**src/rtl/accum_feeder_pkg.sv**
```systemverilog
`default_nettype none
// ============================================================================
// Module      : accum_feeder_pkg
// Description : Shared types and constants for the accumulator feeder.
// Revision    : 1.0  initial release
// ============================================================================
package accum_feeder_pkg;

    typedef enum logic [1:0] {
        IDLE  = 2'd0,
        RUN   = 2'd1,
        DRAIN = 2'd2
    } state_t;

    localparam int          ACCUM_W           = 32;
    localparam logic [31:0] ADD_CONST_DEFAULT = 32'd7;

endpackage
`default_nettype wire

```
**src/rtl/feeder_fifo.sv**
```systemverilog
`default_nettype none
// ============================================================================
// Module      : feeder_fifo
// Description : Power-of-two FIFO with head output, occupancy and clear.
// Revision    : 1.0  initial release
// ============================================================================
module feeder_fifo #(
    parameter int DEPTH = 4,
    parameter int W     = 32
) (
    input  logic                       clk,
    input  logic                       rst_n,
    input  logic                       i_push,
    input  logic [W-1:0]               i_data,
    input  logic                       i_pop,
    input  logic                       i_clear,
    output logic [W-1:0]               o_head,
    output logic [$clog2(DEPTH):0]     o_count
);

    localparam int AW = $clog2(DEPTH);
    localparam int CW = AW + 1;

    logic [W-1:0]  r_mem [DEPTH];
    logic [AW-1:0] r_wr_ptr;
    logic [AW-1:0] r_rd_ptr;
    logic [CW-1:0] r_count;

    logic w_full;
    logic w_empty;
    logic w_do_push;
    logic w_do_pop;

    assign w_full    = (r_count == CW'(DEPTH));
    assign w_empty   = (r_count == '0);
    assign w_do_push = i_push && !w_full;
    assign w_do_pop  = i_pop && !w_empty;

    // Pointers wrap naturally because DEPTH is a power of two.
    always_ff @(posedge clk or negedge rst_n) begin
        if (!rst_n) begin
            r_wr_ptr <= '0;
            r_rd_ptr <= '0;
            r_count  <= '0;
        end else if (i_clear) begin
            r_wr_ptr <= '0;
            r_rd_ptr <= '0;
            r_count  <= '0;
        end else begin
            if (w_do_push) r_wr_ptr <= r_wr_ptr + 1'b1;
            if (w_do_pop)  r_rd_ptr <= r_rd_ptr + 1'b1;
            case ({w_do_push, w_do_pop})
                2'b10:   r_count <= r_count + 1'b1;
                2'b01:   r_count <= r_count - 1'b1;
                default: r_count <= r_count;
            endcase
        end
    end

    always_ff @(posedge clk) begin
        if (w_do_push && !i_clear) r_mem[r_wr_ptr] <= i_data;
    end

    assign o_head  = r_mem[r_rd_ptr];
    assign o_count = r_count;

endmodule
`default_nettype wire

```
**src/rtl/accum_feeder.sv**
```systemverilog
`default_nettype none
// ============================================================================
// Module      : accum_feeder
// Description : Buffers words and issues them to a gated-clock accumulator,
//               tracking the accumulator's expected value in a shadow register.
// Revision    : 1.0  initial release
// ============================================================================
module accum_feeder
    import accum_feeder_pkg::*;
#(
    parameter int                 DEPTH     = 4,
    parameter logic [ACCUM_W-1:0] ADD_CONST = ADD_CONST_DEFAULT
) (
    input  logic                     clk,
    input  logic                     rst_n,
    input  logic                     i_in_valid,
    output logic                     o_in_ready,
    input  logic [ACCUM_W-1:0]       i_in_data,
    input  logic                     i_start,
    input  logic                     i_flush,
    output logic [ACCUM_W-1:0]       o_accum_in,
    output logic                     o_clk_en,
    output logic                     o_busy,
    output logic [$clog2(DEPTH):0]   o_count,
    output logic [ACCUM_W-1:0]       o_expected,
    output logic [15:0]              o_issued
);

    localparam int         CW      = $clog2(DEPTH) + 1;
    localparam logic [1:0] S_IDLE  = 2'(IDLE);
    localparam logic [1:0] S_RUN   = 2'(RUN);
    localparam logic [1:0] S_DRAIN = 2'(DRAIN);

    logic [1:0]         r_state;
    logic [1:0]         w_state_nxt;
    logic [ACCUM_W-1:0] r_accum_in;
    logic               r_clk_en;
    logic [ACCUM_W-1:0] r_expected;
    logic [15:0]        r_issued;

    logic [CW-1:0]      w_count;
    logic [ACCUM_W-1:0] w_head;
    logic               w_in_ready;
    logic               w_push;
    logic               w_pop;
    logic               w_clear;

    assign w_in_ready = (w_count < CW'(DEPTH)) && (r_state != S_DRAIN);
    assign w_push     = i_in_valid && w_in_ready;
    assign w_pop      = ((r_state == S_RUN) || (r_state == S_DRAIN)) && (w_count != '0);
    assign w_clear    = (r_state == S_IDLE) && i_flush && !i_start;

    feeder_fifo #(
        .DEPTH (DEPTH),
        .W     (ACCUM_W)
    ) u_fifo (
        .clk     (clk),
        .rst_n   (rst_n),
        .i_push  (w_push),
        .i_data  (i_in_data),
        .i_pop   (w_pop),
        .i_clear (w_clear),
        .o_head  (w_head),
        .o_count (w_count)
    );

    always_comb begin
        w_state_nxt = r_state;
        case (r_state)
            S_IDLE:  if (i_start) w_state_nxt = S_RUN;
            S_RUN:   if (i_flush) w_state_nxt = S_DRAIN;
            S_DRAIN: if (w_count == '0) w_state_nxt = S_IDLE;
            default: w_state_nxt = S_IDLE;
        endcase
    end

    // The consumer latches clk_en while clk is low, so both issue outputs
    // must come straight from flops.
    always_ff @(posedge clk or negedge rst_n) begin
        if (!rst_n) begin
            r_state    <= S_IDLE;
            r_accum_in <= '0;
            r_clk_en   <= 1'b0;
            r_expected <= '0;
            r_issued   <= '0;
        end else begin
            r_state  <= w_state_nxt;
            r_clk_en <= w_pop;
            if (w_pop) r_accum_in <= w_head;
            if (r_clk_en) begin
                r_expected <= r_expected + r_accum_in + ADD_CONST;
                r_issued   <= r_issued + 16'd1;
            end
        end
    end

    assign o_in_ready = w_in_ready;
    assign o_accum_in = r_accum_in;
    assign o_clk_en   = r_clk_en;
    assign o_busy     = (r_state != S_IDLE) || r_clk_en;
    assign o_count    = w_count;
    assign o_expected = r_expected;
    assign o_issued   = r_issued;

endmodule
`default_nettype wire

```
**config.mk**
```make
export PLATFORM = sky130hd
export DESIGN_NAME = accum_feeder
export DESIGN_NICKNAME = d
export VERILOG_FILES = /design/src/rtl/accum_feeder_pkg.sv /design/src/rtl/feeder_fifo.sv /design/src/rtl/accum_feeder.sv
export SDC_FILE = /design/constraint.sdc
export NUM_CORES = 1
export LEC_CHECK = 0
export CAP_MARGIN = 20
export CORE_ASPECT_RATIO = 0.75
export CORE_UTILIZATION = 45
export DETAILED_ROUTE_END_ITERATION = 10
export GPL_TIMING_DRIVEN = 1
export MAX_ROUTING_LAYER = met4
export PLACE_DENSITY_LB_ADDON = 0.1
export SYNTH_ARGS = -nofsm -noshare
export SYNTH_HDL_FRONTEND = slang
export SYNTH_SLANG_ARGS = --single-unit
```
**constraint.sdc**
```tcl
create_clock -name clk -period 3.3 [get_ports clk]
set_clock_uncertainty 0.15 [all_clocks]
set_input_delay 0.66 -clock clk [delete_from_list [all_inputs] [get_ports clk]]
set_output_delay 0.66 -clock clk [all_outputs]
set_load 0.1 [all_outputs]
```
==> flow_summary.toml, run 1 <==
[setup_path]
start_kind = "register"
reg2reg_to = "o_expected[29]"
crit_fanout = 4
worstRegToRegCells = 12
critPathLaunch = "o_accum_in[1]"
r2r_start = "o_accum_in[1]"
cp.arrival_ns = 3.55
required_ns = 3.56
crit_path_end_kind = "register"
endpoint = "o_expected[29]"
critPathKind = "reg2reg"
r2r_slack_ns = 0.01

[layout]
drive_above_1_share = 0.314
n_antenna_cell = 0
multi_input_area_um2 = 4140
syn_to_final_growth_pct = 23.5
final_nets = 987
final.fill_count = 1794
regArea_um2 = 6140
final_util = 0.574

[detailed_routing]
viasPerCell = 5.57
wl_per_cell_um = 21.3
wl_mm = 25.3
drc = 0
antenna_left = 0
vias = 6607
drt_iter0_drc = 432
drtPass1Iterations = 5

[clocking]
clock-sinks = 218
clockBufferDepth = 3
clk_latency_ns = 0.54
numCtsBuffers = 23
htree_num_levels = 1
cts_hold_buf = 0
cts_tree = "built"
clk_pin_slew_worst_paths_ns = 0.06
root_buffer = "clkbuf_16"

[logic_synthesis]
yosysSeqAreaShare = 0.589
syn_inst = 728
synth_nets = 839
yosysWarnings = 0
synth_ff_type = "edfxtp_1"
ys_types = 54
synth.cell_area_um2 = 10400
synth-edff-count = 128
synthArstFlopShare = 0.413
syn_area_per_cell_um2 = 14.2
synth.ff_latch_count = 218

[floorplan]
io_pins = 123
rows = 47
coreArea_um2 = 22300
die_x_um = 177
dieArea_um2 = 23600
start_util = 0.465
die_h_um = 133

[timing]
tns_ns = 0
slew_headroom = 0.587
worst_slew_pin_slew_ns = 0.613
hold_viol_final = 4
fmax_mhz = 304
post-route-period-util = 0.997
rsz0062_at_grt = "true"
drv_slew = 0
setup-violations-final = 0
worst_slack_ns = 0.0109
holdWs_ns = -0.00923
period_minus_slack_ns = 3.29

[grt]
grt_max_degree = 45
overflow = 0
grt_util_all_layers = 0.229
grt_pass1_wl_mm = 39.7
antenna_found_initial = 0
grt_pass1_vias = 6834

[run_status]
violations = "hold timing"
status = "finished with violations"

[flow_run]
maxCapViolCount = 0

[placed_design]
portBuffers = 122
dpl.hpwl_mm = 17.8
place_congestion = 0.896
dp_slack_ns = -0.0194

[worst_hold_path]
hold_path.class = "in2async"
==> cells in the mapped netlist (2+ instances only) <==
master	n	share of area
edfxtp_1	128	0.37
dfrtp_1	90	0.22
ha_1	72	0.087
mux2_2	51	0.055
nand2_1	44	0.016
a21oi_1	37	0.018
mux4_2	32	0.070
nor2_1	32	0.012
xnor2_1	29	0.025
o21ai_0	25	0.012
clkbuf_1	22	0.0080
inv_1	22	0.0080
nand3_1	15	0.0072
nand4_1	14	0.0085
xor2_1	14	0.012
and2_1	10	0.0060
a21o_1	9	0.0065
nor3_1	9	0.0043
and3_1	7	0.0042
buf_1	5	0.0018
o21a_1	5	0.0036
a211oi_1	4	0.0029
a31oi_1	4	0.0024
or3_1	4	0.0024
a21boi_0	3	0.0022
a221o_1	3	0.0029
nor2b_1	3	0.0018
o211ai_1	3	0.0022
o31ai_1	3	0.0022
fa_1	2	0.0039
mux2i_1	2	0.0019
nand2b_1	2	0.0012
or4_1	2	0.0014
==> metrics by stage <==
stage | cell area, um2 | instances
after floorplan | 10400 | 728
after global placement | 11900 | 1143
after detailed placement | 11900 | 1143
after CTS | 12700 | 1185
after global routing | 12800 | 1187
final | 12800 | 1187
==> state kept, by name, indices dropped and copies added, names as in the netlist <==
signal / cells
o_accum_in: 32
r_state: 2
u_fifo.r_mem: 128
u_fifo.r_wr_ptr: 2
o_clk_en: 1
o_issued: 16
o_expected: 32
u_fifo.o_count: 3
u_fifo.r_rd_ptr: 2
==> cells by family (layout without fill, tap and decap cells) <==
kind of cell | count (synthesis) | count (layout) | share of synthesized area
fa+ha+maj | 74 | 74 | 0.0909
flops | 218 | 218 | 0.589
buf+inv | 49 | 214 | 0.0178
xor+xnor | 43 | 43 | 0.0364
simple gates | 146 | 146 | 0.0679
compound gates | 112 | 112 | 0.0700
mux | 86 | 86 | 0.128
==> layer usage <==
metal,track usage,vias up,part of all wire
met2,0.348,171,0.45
met1,0.324,3341,0.48
met3,0.0365,39,0.046
met4,0.0546,0,0.022
met5,-,-,0
li1,-,3056,-
==> cell type report <==
cell class	instances	share of cell area
multi-input cells	461	0.324
clock buffers	30	0.0494
well taps	294	0.0288
flip-flops and latches	218	0.480
inverters	22	0.00685
repair buffers	150	0.0988
clock inverters	12	0.0121
==> timing repair <==
action | 4_1_cts | 5_1_grt
buffers inserted | 0 | 2
resized for setup | 1 | 10
setup endpoints to repair | 1 | 11
pin swaps | 1 | 11
==> worst max-delay path, cell delays in order, from the launching register on <==
cell      delay, ns
dfrtp_4        0.41
inv_2          0.05
ha_4           0.27
inv_4          0.04
ha_4           0.15
fa_2           0.33
a21o_1         0.20
a221o_1        0.33
a21bo_1        0.23
a211o_4        0.38
a311oi_2       0.26
xnor2_1        0.09
mux2_4         0.25
==> how the worst min path moves through the flow <==
stage,end,depth (start not counted)
finish,o_expected[26],1
global route,o_expected[26],1
CTS,o_expected[2],1
detailed placement,o_issued[15],1
global placement,o_issued[15],1
floorplan,o_accum_in[0],0
==> layout by cell type (no fill, tap or decap), types with 3 or more instances in the layout <==
master,count
a21o_1,9
nand3_1,15
o21a_1,5
bufinv_16,3
ha_4,3
a21boi_0,3
o31ai_1,3
and2_1,9
a31oi_1,4
nor2b_1,3
clkinv_2,5
a211oi_1,4
nand2_1,44
dfrtp_2,21
o21ai_0,24
mux4_2,32
or3_1,4
nand4_1,14
dfrtp_4,4
edfxtp_1,128
mux2_2,51
clkbuf_1,4
clkbuf_16,23
buf_12,4
buf_4,111
nor2_1,31
a21oi_1,36
a221o_1,3
clkbuf_8,3
ha_1,69
dfrtp_1,65
inv_1,19
and3_1,6
o211ai_1,3
nor3_1,9
xnor2_1,29
clkdlybuf4s50_1,35
xor2_1,14
Power of run 1 is not shown: default switching activity piles up to over one toggle a cycle in this logic, so the estimate is an artifact.
==> inputs of run 2 (changes only) <==
--- a/config.mk
+++ b/config.mk
@@ -14,4 +14,5 @@
 export PLACE_DENSITY_LB_ADDON = 0.1
 export SYNTH_ARGS = -nofsm -noshare
 export SYNTH_HDL_FRONTEND = slang
+export SYNTH_HIERARCHICAL = 1
 export SYNTH_SLANG_ARGS = --single-unit
==> flow_summary.toml, run 2 <==
[run_status]
status = "finished clean"

[clocking]
clockBufferDepth = 3
numCtsBuffers = 23
clock-sinks = 218
htree_num_levels = 1
cts_tree = "built"
root_buffer = "clkbuf_16"
cts_hold_buf = 0
clk_pin_slew_worst_paths_ns = 0.06
cts_setup_buffers = 0
clk_latency_ns = 0.52

[logic_synthesis]
synthArstFlopShare = 0.413
synth_common_cells = "128 x edfxtp_1, 122 x nand2_1, 90 x dfrtp_1, 71 x ha_1, 37 x a21oi_1"
yosysMostFrequentCell = "edfxtp_1"
synth_top_area_share = 0.366
yosysSeqAreaShare = 0.581
ys_types = 65
synth_ff_type = "edfxtp_1"
synth.cell_area_um2 = 10500
syn_area_per_cell_um2 = 13.3
synth-edff-count = 128
synth_nets = 899
yosysWarnings = 6
synth.ff_latch_count = 218
yosysTopAreaCell = "edfxtp_1"
synth.area.top_cells = "edfxtp_1 37%, dfrtp_1 21%, ha_1 8.5%"
syn_inst = 789

[layout]
largest-register = "u_fifo/r_mem"
layoutNonFillerInstCount = 1240
layout_commonest_cell = "edfxtp_1"
regArea_um2 = 6130
most-common-layout-cells = "128 x edfxtp_1, 121 x nand2_1, 103 x buf_4"
final_nets = 1039
multi_input_area_um2 = 4160
syn_to_final_growth_pct = 22.8
final.fill_count = 1844
largest_reg_flops = 128
n_antenna_cell = 0
drive_above_1_share = 0.266

[floorplan]
io_pins = 123
dieArea_um2 = 23900
coreArea_um2 = 22500
die_x_um = 178
rows = 47
die_h_um = 134
start_util = 0.467

[detailed_routing]
drc = 0
wl_per_cell_um = 18.4
viasPerCell = 5.35
wl_mm = 22.8
drtPass1Iterations = 5
antenna_left = 0
drt_iter0_drc = 528
vias = 6636

[grt]
overflow = 0
grt_pass1_vias = 6557
antenna_found_initial = 0
grt_util_all_layers = 0.203
grt_pass1_wl_mm = 36.4
grt_max_degree = 56

[setup_path]
r2r_slack_ns = 0.14
reg2reg_to = "o_expected[28]"
cp.arrival_ns = 3.42
crit_path_frequent_cell = "ha_1"
critPathKind = "reg2reg"
critPathLaunch = "o_accum_in[5]"
endpoint = "o_expected[28]"
required_ns = 3.55
cpMaxStageDelayCell = "dfrtp_2"
path_cells = "ha_1 > ha_1 > and2_1 > a221oi_2 > a2111o_1 > a21oi_1 > a221o_1 > a211oi_2 > xnor2_1 > mux2_2"
cp_slowest_stage_delay_ns = 0.42
crit_path_end_kind = "register"
start_kind = "register"
crit_fanout = 4
r2r_start = "o_accum_in[5]"
worstRegToRegCells = 10

[timing]
worst_slew_pin_slew_ns = 0.762
rsz0062_at_grt = "true"
setup-violations-final = 0
drv_slew = 0
hold_viol_final = 0
fmax_mhz = 316
slew_headroom = 0.492
holdWs_ns = 0.0643
post-route-period-util = 0.959
period_minus_slack_ns = 3.16

[flow_run]
maxCapViolCount = 0

[placed_design]
dpl.hpwl_mm = 15.8
place_congestion = 0.888
portBuffers = 122
dp.cells = 1198

[worst_hold_path]
hold_path.class = "in2async"
==> run 2: per-layer routing <==
metal,vias to the layer above,GRT usage,routed length (um)
li1,3172,-,-
met1,3267,0.310,11400
met2,168,0.285,9740
met3,29,0.0315,1310
met4,0,0.0428,363
met5,-,-,0
==> run 2: through the flow <==
| stage | utilization | setup WS, ns | area (um2) | TNS, ns |
|---|---|---|---|---|
| 3_3_place_gp | 0.532 | 0.0716 | 12000 | 0 |
| 4_1_cts | 0.572 | 0.0299 | 12800 | 0 |
| 6_report | 0.573 | 0.137 | 12900 | 0 |
| 2_1_floorplan | - | -0.0830 | 10500 | -0.202 |
| 3_5_place_dp | 0.532 | -0.0473 | 12000 | -0.0473 |
| 5_1_grt | 0.573 | -0.0472 | 12900 | -0.0650 |
==> run 2: area by class of cell <==
cell class	count	share of cell area
Sequential cell	218	0.476
Multi-Input combinational cell	513	0.323
Timing Repair Buffer	143	0.0950
Clock buffer	26	0.0456
Tap cell	294	0.0286
Clock inverter	16	0.0227
Inverter	30	0.00874
==> run 2: worst min-delay path by stage <==
stage | endpoint | start | slack [ns] | cells past startpoint
after global placement | o_issued[15] | o_issued[15] | 0.31 | 1
final | o_expected[12] | rst_n | 0.06 | 1
after CTS | o_expected[12] | rst_n | 0.09 | 1
after floorplan | o_accum_in[0] | rst_n | 0.21 | 0
after detailed placement | o_issued[15] | o_issued[15] | 0.32 | 1
after global routing | o_expected[12] | rst_n | 0.11 | 1
==> run 2: timing repair <==
action / CTS / global route
resized for setup: 3 / 8
pin swaps: 0 / 5
setup endpoints to repair: 1 / 10
==> run 2: logic make-up after synthesis <==
kind of cell	count (synthesis)	share of synthesized area
buffers and inverters	58	0.0273
and+or+nand+nor	217	0.0908
xor gates and xnor gates	45	0.0376
adders and majority gates	73	0.0885
DFF	218	0.581
muxes	60	0.0984
AOI/OAI and AO/OA	118	0.0762
==> run 2: worst max-delay path: cells and delay by family (launching register included) <==
| family | cells | cell delay, ns |
|---|---|---|
| flip-flops | 1 | 0.42 |
| AO/OA/AOI/OAI | 5 | 1.29 |
| XOR/XNOR | 1 | 0.09 |
| multiplexers | 1 | 0.26 |
| adder cells (fa/ha/maj) | 2 | 0.65 |
| AND/OR/NAND/NOR | 1 | 0.19 |
Power of run 2 is left out for the same reason.
==> inputs of run 3 (changes only) <==
--- a/config.mk
+++ b/config.mk
@@ -8,7 +8,9 @@
 export CAP_MARGIN = 20
 export CORE_ASPECT_RATIO = 0.75
 export CORE_UTILIZATION = 45
+export CTS_CLUSTER_DIAMETER = 150
 export DETAILED_ROUTE_END_ITERATION = 10
+export GPL_ROUTABILITY_DRIVEN = 0
 export GPL_TIMING_DRIVEN = 1
 export MAX_ROUTING_LAYER = met4
 export PLACE_DENSITY_LB_ADDON = 0.1
==> flow_summary.toml, run 3 (same netlist as run 2, synthesis figures left out) <==
[timing]
hold_viol_final = 0
slew_headroom = 0.333
period_minus_slack_ns = 3.20
fmax_mhz = 313
post-route-period-util = 0.969
setup-violations-final = 0
worst_slew_pin_slew_ns = 1.00
rsz0062_at_grt = "false"
drv_slew = 0

[floorplan]
rows = 47
start_util = 0.467
coreArea_um2 = 22500
io_pins = 123
dieArea_um2 = 23900
die_x_um = 178
die_h_um = 134

[grt]
overflow = 0
grt_max_degree = 48
antenna_found_initial = 0
grt_pass1_vias = 6639
grt_util_all_layers = 0.202
grt_pass1_wl_mm = 36.4

[layout]
final_nets = 1039
n_antenna_cell = 0
largest-register = "u_fifo/r_mem"
final_cell_area_um2 = 12700
most-common-layout-cells = "128 x edfxtp_1, 121 x nand2_1, 103 x buf_4"
syn_to_final_growth_pct = 21.3
largest_reg_flops = 128
layout_commonest_cell = "edfxtp_1"
final.fill_count = 1867
regArea_um2 = 6130
drive_above_1_share = 0.262
multi_input_area_um2 = 4160

[detailed_routing]
viasPerCell = 5.36
wl_mm = 22.9
drc = 0
wl_per_cell_um = 18.5
drtPass1Iterations = 5
drt_iter0_drc = 454
antenna_left = 0
vias = 6649

[setup_path]
crit_path_end_kind = "register"
cp.arrival_ns = 3.44
critPathKind = "reg2reg"
start_kind = "register"
crit_fanout = 4
required_ns = 3.55

[clocking]
clock-sinks = 218
htree_num_levels = 1
clockBufferDepth = 3
root_buffer = "clkbuf_16"
numCtsBuffers = 23
clk_latency_ns = 0.52
clk_pin_slew_worst_paths_ns = 0.06
cts_tree = "built"
cts_setup_buffers = 0

[placed_design]
dpl.hpwl_mm = 16.1
placed_cell_area_um2 = 12000
portBuffers = 122

[worst_hold_path]
hold_path.class = "in2async"

[flow_run]
maxCapViolCount = 0

[run_status]
status = "finished clean"
## run 3: cell types whose count changed in the layout (fill, tap and decap cells not counted), sizes merged
cell	before	now
bufinv	8	2
clkinv	8	13
clkinvlp	0	1
## run 3: through the flow
stage               TNS, ns  worst slack (ns)  hold WS [ns]  cells  utilization
floorplan            -0.202           -0.0830         0.214    789            -
global placement          0            0.0689         0.309   1198        0.532
detailed placement        0            0.0432         0.321   1198        0.532
CTS                       0           0.00448        0.0140   1240        0.565
global route              0           0.00986        0.0434   1240        0.567
finish                    0             0.103       0.00466   1240        0.567
## run 3: worst max-delay path: stages, from the launching register on
cell and delay (ns):
dfrtp_2 0.42, ha_1 0.31, ha_1 0.35, and2_1 0.18, nand3_1 0.13, a2111o_1 0.49, a21oi_1 0.27, a221o_1 0.29
a211oi_2 0.10, xnor2_1 0.13, mux2_2 0.26
## run 3: path summary, 6_finish.rpt
path	cells past startpoint	endpoint	slack, ns	start
max	10	o_expected[28]	0.10	o_accum_in[4]
min	1	o_expected[10]	0.005	rst_n
max reg2reg	10	o_expected[28]	0.10	o_accum_in[4]
min reg2reg	1	o_issued[15]	0.32	o_issued[15]
max in group asynchronous	2	u_fifo/o_count[0]	2.31	rst_n
min in group clk	1	o_issued[15]	0.32	o_issued[15]
## run 3: metal layers
metal	vias to the layer above	track usage	share of wire
met4	0	0.0400	0.016
met1	3286	0.307	0.50
li1	3167	-	-
met5	-	-	0
met2	165	0.289	0.44
met3	31	0.0261	0.044
## run 3: final cells by class
cell class	count	share of cell area
clock buffers	26	0.0461
clock inverters	16	0.0110
inverters	30	0.00885
multi-input cells	513	0.327
flip-flops and latches	218	0.482
well taps	294	0.0289
repair buffers	143	0.0962
## run 3: repair_timing
action / in CTS / in global routing
endpoints found under the setup margin: 1 / 11
hold buffers: 0 / 0
gates resized for setup: 1 / 10
pin swaps: 0 / 2
Power of run 3 is left out for the same reason.
